==> src/rtl/mix_columns_add_key_serial.sv <==
// Column-serial AES MixColumns + AddRoundKey stage: one mixColumn instance
// processes one column per cycle; the last round bypasses MixColumns.
`timescale 1ns/1ps

module mixColumn (
  input  logic [3:0][7:0] in_word,
  output logic [3:0][7:0] out_word
);

  function automatic logic [7:0] xtime(input logic [7:0] b);
    return {b[6:0], 1'b0} ^ (b[7] ? 8'h1b : 8'h00);
  endfunction

  // Element 0 is row 0: out[r] = 2*a[r] ^ 3*a[r+1] ^ a[r+2] ^ a[r+3]
  always_comb begin
    out_word = '0;
    for (int r = 0; r < 4; r++) begin
      out_word[r] = xtime(in_word[r])
                  ^ xtime(in_word[2'(r + 1)]) ^ in_word[2'(r + 1)]
                  ^ in_word[2'(r + 2)]
                  ^ in_word[2'(r + 3)];
    end
  end

endmodule

module mix_columns_add_key_serial (
  input  logic         Clk_CI,
  input  logic         Reset_RBI,
  input  logic         In_Valid_SI,
  output logic         In_Ready_SO,
  input  logic [127:0] State_DI,
  input  logic [127:0] RoundKey_DI,
  input  logic         LastRound_SI,
  output logic         Out_Valid_SO,
  input  logic         Out_Ready_SI,
  output logic [127:0] State_DO
);

  typedef enum logic [1:0] {IDLE, BUSY, DONE} state_e;

  state_e         state_q, state_d;
  logic [1:0]     col_q, col_d;
  logic [127:0]   cap_state_q, cap_state_d;
  logic [127:0]   cap_key_q, cap_key_d;
  logic           last_q, last_d;
  logic [127:0]   out_q, out_d;
  logic           out_valid_q, out_valid_d;

  logic [31:0]    state_col, key_col, col_res;
  logic [3:0][7:0] mix_in, mix_out;
  logic           accept;

  assign In_Ready_SO  = (state_q == IDLE) || (state_q == DONE && Out_Ready_SI);
  assign accept       = In_Valid_SI && In_Ready_SO;
  assign Out_Valid_SO = out_valid_q;
  assign State_DO     = out_q;

  always_comb begin
    state_col = 32'h0;
    key_col   = 32'h0;
    unique case (col_q)
      2'd0: begin state_col = cap_state_q[127:96]; key_col = cap_key_q[127:96]; end
      2'd1: begin state_col = cap_state_q[95:64];  key_col = cap_key_q[95:64];  end
      2'd2: begin state_col = cap_state_q[63:32];  key_col = cap_key_q[63:32];  end
      default: begin state_col = cap_state_q[31:0]; key_col = cap_key_q[31:0]; end
    endcase
  end

  // The top byte of a column is row 0, which is element 0 of the mixColumn word
  assign mix_in = {state_col[7:0], state_col[15:8], state_col[23:16], state_col[31:24]};

  mixColumn u_mix_column (
    .in_word  (mix_in),
    .out_word (mix_out)
  );

  assign col_res = (last_q ? state_col : {mix_out[0], mix_out[1], mix_out[2], mix_out[3]})
                 ^ key_col;

  always_comb begin
    state_d     = state_q;
    col_d       = col_q;
    cap_state_d = cap_state_q;
    cap_key_d   = cap_key_q;
    last_d      = last_q;
    out_d       = out_q;
    out_valid_d = out_valid_q;

    if (accept) begin
      cap_state_d = State_DI;
      cap_key_d   = RoundKey_DI;
      last_d      = LastRound_SI;
    end

    unique case (state_q)
      IDLE: begin
        if (accept) begin
          state_d = BUSY;
          col_d   = 2'd0;
        end
      end
      BUSY: begin
        unique case (col_q)
          2'd0:    out_d[127:96] = col_res;
          2'd1:    out_d[95:64]  = col_res;
          2'd2:    out_d[63:32]  = col_res;
          default: out_d[31:0]   = col_res;
        endcase
        col_d = col_q + 2'd1;
        if (col_q == 2'd3) begin
          state_d     = DONE;
          out_valid_d = 1'b1;
        end
      end
      DONE: begin
        if (Out_Ready_SI) begin
          out_valid_d = 1'b0;
          col_d       = 2'd0;
          state_d     = accept ? BUSY : IDLE;
        end
      end
      default: begin
        state_d     = IDLE;
        col_d       = 2'd0;
        out_valid_d = 1'b0;
      end
    endcase
  end

  always_ff @(posedge Clk_CI or negedge Reset_RBI) begin
    if (!Reset_RBI) begin
      state_q     <= IDLE;
      col_q       <= 2'd0;
      cap_state_q <= 128'h0;
      cap_key_q   <= 128'h0;
      last_q      <= 1'b0;
      out_q       <= 128'h0;
      out_valid_q <= 1'b0;
    end else begin
      state_q     <= state_d;
      col_q       <= col_d;
      cap_state_q <= cap_state_d;
      cap_key_q   <= cap_key_d;
      last_q      <= last_d;
      out_q       <= out_d;
      out_valid_q <= out_valid_d;
    end
  end

endmodule

==> config.mk <==
export PLATFORM = sky130hd
export DESIGN_NAME = mix_columns_add_key_serial
export DESIGN_NICKNAME = d
export VERILOG_FILES = /design/src/rtl/mix_columns_add_key_serial.sv
export SDC_FILE = /design/constraint.sdc
export NUM_CORES = 1
export LEC_CHECK = 0
export ABC_AREA = 1
export ABC_CLOCK_PERIOD_IN_PS = 2100
export CAP_MARGIN = 20
export CORE_MARGIN = 3
export CORE_UTILIZATION = 62
export CTS_CLUSTER_SIZE = 8
export DETAILED_ROUTE_END_ITERATION = 10
export DONT_BUFFER_PORTS = 1
export PLACE_DENSITY_LB_ADDON = 0.12
export RECOVER_POWER = 50
export REMOVE_ABC_BUFFERS = 1
export SLEW_MARGIN = 20
export SYNTH_ARGS = -nofsm -noshare
export SYNTH_HDL_FRONTEND = slang
export SYNTH_SLANG_ARGS = --single-unit
==> constraint.sdc <==
create_clock -name Clk_CI -period 2.1 [get_ports Clk_CI]
set_input_delay 0.63 -clock Clk_CI [delete_from_list [all_inputs] [get_ports Clk_CI]]
set_output_delay 0.63 -clock Clk_CI [all_outputs]
set_load 0.01 [all_outputs]
== Word level (Yosys, flattened, before mapping) ==
Cells that the tools add are included.

* Register bits after elaboration: 390
* Input port bits: 261
* Logic and storage cells: 49

* $add $sub $neg: 1
* Eq/ne operators: 8
* Multiplexer cells: 14
* Bitwise logic cells: 3
* Reductions and logical operators: 13

{| class="wikitable"
|+ Operator list
! operator !! count
|-
| $pmux 32 s3 || 2
|-
| $mux 32 || 1
|-
| $xor 32x32->32 || 1
|-
| $pmux 2 s3 || 2
|-
| $mux 2 || 5
|-
| $reduce_and 2->1 || 5
|-
| $eq 2x2->1 const B || 3
|-
| $ne 2x2->1 const B || 3
|-
| $reduce_and 3->1 || 2
|-
| $eq 2x1->1 const B || 2
|-
| $logic_not 2->1 || 2
|-
| $mux 1 || 3
|-
| $pmux 1 s3 || 1
|-
| $reduce_or 3->1 || 1
|-
| $add 2x1->2 const B || 1
|-
| $logic_and 1x1->1 || 2
|-
| $not 1->1 || 2
|-
| $logic_or 1x1->1 || 1
|}

== Longest topological paths before layout ==
* Depth after elaboration: 7
* Mapped depth: 11
* Mapped depth without buffers: 9

== Hierarchy ==
From an unflattened synthesis, not the netlist that was laid out.

* Cells, all modules: 2114
* Area, all modules: 20083.0 um2

{| class="wikitable"
|+ By module, submodules not included
! module !! times used !! cells an instance !! area an instance (um2) !! seq. area each (um2)
|-
| mix_columns_add_key_serial || 1 || 2081 || 19839.0 || 9759.4
|-
| mixColumn || 1 || 33 || 244.0 || 0.0
|}

== Worst setup path after synthesis ==
Ideal clock, no wire load.

* Path type: input-to-output
* Start: input port Out_Ready_SI
* End: output port In_Ready_SO
* Arrival time: 1.181 ns
* Required time: 1.470 ns
* Path slack: 0.289 ns
* Stages: 4
* Path buffers: 2
* Cell sequence: nor2_4 > nor2_8 > buf_2 > buf_2

* Longest elaborated chain between the ends: 2

{| class="wikitable"
|+ Ends and longest elaborated chain
! what !! line !! RTL
|-
| from (decl) || 36 || <nowiki>input logic Out_Ready_SI,</nowiki>
|-
| $logic_and 1x1->1 || 54 || <nowiki>assign In_Ready_SO = (state_q == IDLE) || (state_q == DONE && Out_Ready_SI);</nowiki>
|-
| $logic_or 1x1->1 || 54 ||
|-
| to (decl) || 31 || <nowiki>output logic In_Ready_SO,</nowiki>
|}

No other way between the ends.

== Final worst setup path ==
* Start: register col_q[1]
* End: register out_q[82], in the netlist State_DO[82]

* Longest elaborated chain between the ends: 4
* Elaborated cells between the ends (all ways): 8
* Classes of those cells: eq/ne: 2; mux: 3; bitwise: 1; reduce/logical: 2

{| class="wikitable"
|+ Ends and longest elaborated chain
! what !! line !! RTL
|-
| from (decl) || 43 || <nowiki>logic [1:0] col_q, col_d;</nowiki>
|-
| from (signal assigned) || 142 || <nowiki>col_q <= col_d;</nowiki>
|-
| $eq 2x2->1 (tied with other cells) || 62 || <nowiki>unique case (col_q)</nowiki>
|-
| $pmux 32 s3 || 62 ||
|-
| $mux 32 || 78 || <nowiki>assign col_res = (last_q ? state_col : {mix_out[0], mix_out[1], mix_out[2], mix_out[3]})</nowiki>
|-
| $xor 32x32->32 || 79 || <nowiki>^ key_col;</nowiki>
|-
| to (signal assigned) || 146 || <nowiki>out_q <= out_d;</nowiki>
|-
| to (decl) || 47 || <nowiki>logic [127:0] out_q, out_d;</nowiki>
|}

Several ways; a longest one is shown, not always the timed one. The select of a mux whose other input is x is not followed.
A chain may end at the register's enable or synchronous reset.

==> impl_metrics.toml <==
[place]
buffer_ports.inserted = 0
pre_cts_ws_ps = 152
gp_congestion = 0.863
place.detailed.hpwl_um = 32300

[job]
timing.max_cap.violations = 0

[synth]
synth_enable_flop_cells = 0
netlist_top_cells_count = "sky130_fd_sc_hd__nand2_1 (1093), sky130_fd_sc_hd__dfrtp_1 (389), sky130_fd_sc_hd__nand3_1 (352), sky130_fd_sc_hd__nor2_1 (225), sky130_fd_sc_hd__buf_2 (75)"
distinct_cell_type_count_of_the_synthesized_netlist = 23
synth_ff_type = "sky130_fd_sc_hd__dfrtp_1"
syn-cell-area_um2 = 18300
synthDominantAreaCellType = "sky130_fd_sc_hd__dfrtp_1"
synth.yosys.seq_area_share_pct = 53.1
synth.most_common_cell = "sky130_fd_sc_hd__nand2_1"
synth.yosys.warnings = 0
syn-instance-count = 2388
synth_top_area_share_pct = 53.1
yosys_register_bits = 389
yosys-top-cells-area = "sky130_fd_sc_hd__dfrtp_1 (53%), sky130_fd_sc_hd__nand2_1 (22%), sky130_fd_sc_hd__nand3_1 (9.6%)"
syn_avg_cell_area_um2 = 7.67
asyncSetResetFlopFracSynth_pct = 100

[setup_path]
worst_path_max_delay_cell = "sky130_fd_sc_hd__dfrtp_1"
rr_worst_depth = 7
reg2reg_setup_slack_ps = 60
timing.critical_path.cells = "inv_1, ha_2, buf_12, nand2_4, clkinv_4, nand3_1, nand2_1"
critical_path_buf_inv_count = 3
critical_path_class = "reg -> reg"
cp_max_fanout = 32
cp.depth = 7
timing.critical_path.required_ps = 2540
cp_data_arrival_time_ps = 2470
timing.critical_path.to_type = "flop"
cpPeakStageDelay_ps = 400
worst_path_dominant_cell_family = "buffers and inverters"
setup.worst_path.start_class = "flop"

[drt]
detailroute.wirelength.met2_um = 24300
antenna_left = 0
drt_drc_violations_left = 0
top_layer = "met4"
route.layer.met1.wl_um = 20500
drt_first_pass_iters = 9
postRouteWirelength_um = 53000
wire_per_inst_um = 19.4
dr.first_iter.drc_count = 1264
met3_length_um = 6150
post_drt_via_cell_ratio = 5.76
route.vias.total = 15714

[floorplan]
rows = 62
design.portCount = 391
die_h_um = 178
start_util_pct = 63.3
die-area_um2 = 31600
floorplan.die.width_um = 178
core_um2 = 28900

[final_layout]
finish.net_count = 2610
drive_above_1_share_pct = 4.82
finish.utilization_pct = 68.8
nFillCells = 2423
syn_to_final_growth_pct = 8.68
area.sequential_um2 = 9730
area_of_combinational_cells_with_multiple_inputs_um2 = 7460

[power]
clkPwrFrac_pct = 21.2
power_switching_share_pct = 43.0
p_int_mw = 20.4
combinationalPowerShare_pct = 39.9
power.total_mw = 35.7
sequentialPowerShare_pct = 38.9
leakagePower_nw = 10.9
peakVddDrop_uv = 954
netSwitchingPower_mw = 15.3
power_density_nw_per_um2 = 1790

[global_routing]
grt.total_usage_pct = 32.9
grt_start_max_net_pins = 390
antenna_found_initial = 1
grt_pass1_vias = 15292
first_pass_grt_wire_length_um = 81800
globalRoute.totalOverflow = 0

[timing]
worstMarginPinSlew_ps = 673
worst_slew_margin_rel_pct = 55.1
final_hold_fails = 389
setup_viol = 0
hold_slack_ps = -220
fin_crit_sh_pct = 97.0
timing_max_transition_violations_final = 0
clock_period_minus_final_worst_setup_slack_ps = 2040
setup_slack_ps = 63.3
rsz_0062_raised_after_global_routing = "false"
fin_worst_skew_ps = 18.8
maxClockFrequency_mhz = 491

[clocking]
cts_max_path_buffers = 3
clkSlewWorstSetupHoldPaths_ps = 50
tritoncts_num_sinks = 389
cts_made_buffers = 54
tritoncts = "yes"
number_of_levels_in_the_clock_h_tree = 2
cts_root_buffer = "sky130_fd_sc_hd__clkbuf_16"
clock_insertion_delay_worst_skew_ps = 560

[run_status]
violations_in_the_final_reports = "negative hold slack"
run_status = "complete, but fails checks"

[worst_hold_path]
timing.hold.worst.class = "in -> async"
## cell families after synthesis
group           after synthesis  synth area share (%)
buf+inv                     214                  6.15
flops                       389                  53.1
simple gates               1679                  37.2
fa+ha+maj                     5                 0.342
compound gates              101                  3.21
## sequential cells by signal, indices dropped and copies added, names as in the netlist
signal / flops
State_DO: 128
cap_key_q: 128
cap_state_q: 128
state_q: 2
col_q: 2
Out_Valid_SO: 1
## path summary, 6_finish.rpt
check                                            start                           to
max                               col_q[1]$_DFFE_PN0P_     State_DO[82]$_DFFE_PN0P_
min                                          Reset_RBI    cap_key_q[94]$_DFFE_PN0P_
max reg2reg                       col_q[1]$_DFFE_PN0P_     State_DO[82]$_DFFE_PN0P_
min reg2reg                cap_state_q[82]$_DFFE_PN0P_  cap_state_q[82]$_DFFE_PN0P_
max in group asynchronous                    Reset_RBI    cap_key_q[45]$_DFFE_PN0P_
min in group Clk_CI                    RoundKey_DI[88]    cap_key_q[88]$_DFFE_PN0P_
## power by group through the flow
| stage | Sequential [mW] | Clock, mW | Combinational [mW] |
|---|---|---|---|
| 2_1_floorplan | 13.2 | 0 | 9.91 |
| 3_3_place_gp | 13.8 | 0 | 13.2 |
| 3_5_place_dp | 13.9 | 0 | 13.8 |
| 4_1_cts | 13.9 | 7.62 | 14.0 |
| 5_1_grt | 14.3 | 7.97 | 16.2 |
| 6_report | 13.9 | 7.57 | 14.2 |
## per-stage QoR
stage | cells | instance area (um^2) | hold WS (ps) | setup TNS [ps]
6_report | 2730 | 19900 | -220 | 0
5_1_grt | 2730 | 19900 | -234 | 0
4_1_cts | 2726 | 19900 | -235 | 0
3_5_place_dp | 2668 | 18400 | 346 | 0
3_3_place_gp | 2668 | 18400 | 343 | 0
2_1_floorplan | 2249 | 17500 | 334 | -678600
## area by class of cell
cell class                      instances  area share (%)
Timing Repair Buffer                   39            2.67
Clock buffer                           55            6.91
Sequential cell                       389            48.9
Multi-Input combinational cell       1785            37.5
Tap cell                              384            2.41
Clock inverter                          2          0.0691
Antenna cell                            1          0.0126
Inverter                               75            1.54
## worst register-to-register path, stage by stage (launching register included)
cell                       delay, ps
sky130_fd_sc_hd__dfrtp_1         400
sky130_fd_sc_hd__inv_1           110
sky130_fd_sc_hd__ha_2            230
sky130_fd_sc_hd__buf_12          190
sky130_fd_sc_hd__nand2_4         220
sky130_fd_sc_hd__clkinv_4        400
sky130_fd_sc_hd__nand3_1         300
sky130_fd_sc_hd__nand2_1          70
## repair_timing
action                     CTS  global route
pin swaps                    0             1
resized for setup            0             1
hold endpoints to repair   389           389
gates cloned                 1             2
setup endpoints to repair    1             6
buffers inserted             0             1
## per-layer routing
layer	up-vias	track usage (%)
li1	7400	-
met1	7414	42.9
met2	757	52.2
met3	143	10.0
met4	0	12.2
met5	-	0
## cells in the final DEF (no fill, tap or decap), drive strengths merged
cell	netlist	final
a21oi	33	33
buf	110	36
bufbuf	0	1
clkbuf	29	57
clkinv	4	5
dfrtp	389	389
diode	0	1
ha	5	5
inv	71	72
nand2	1099	1099
nand3	352	352
nor2	227	227
nor3	1	1
o21ai	35	35
o21bai	32	32
o31ai	1	1
Power figures use the tool's default switching activity.
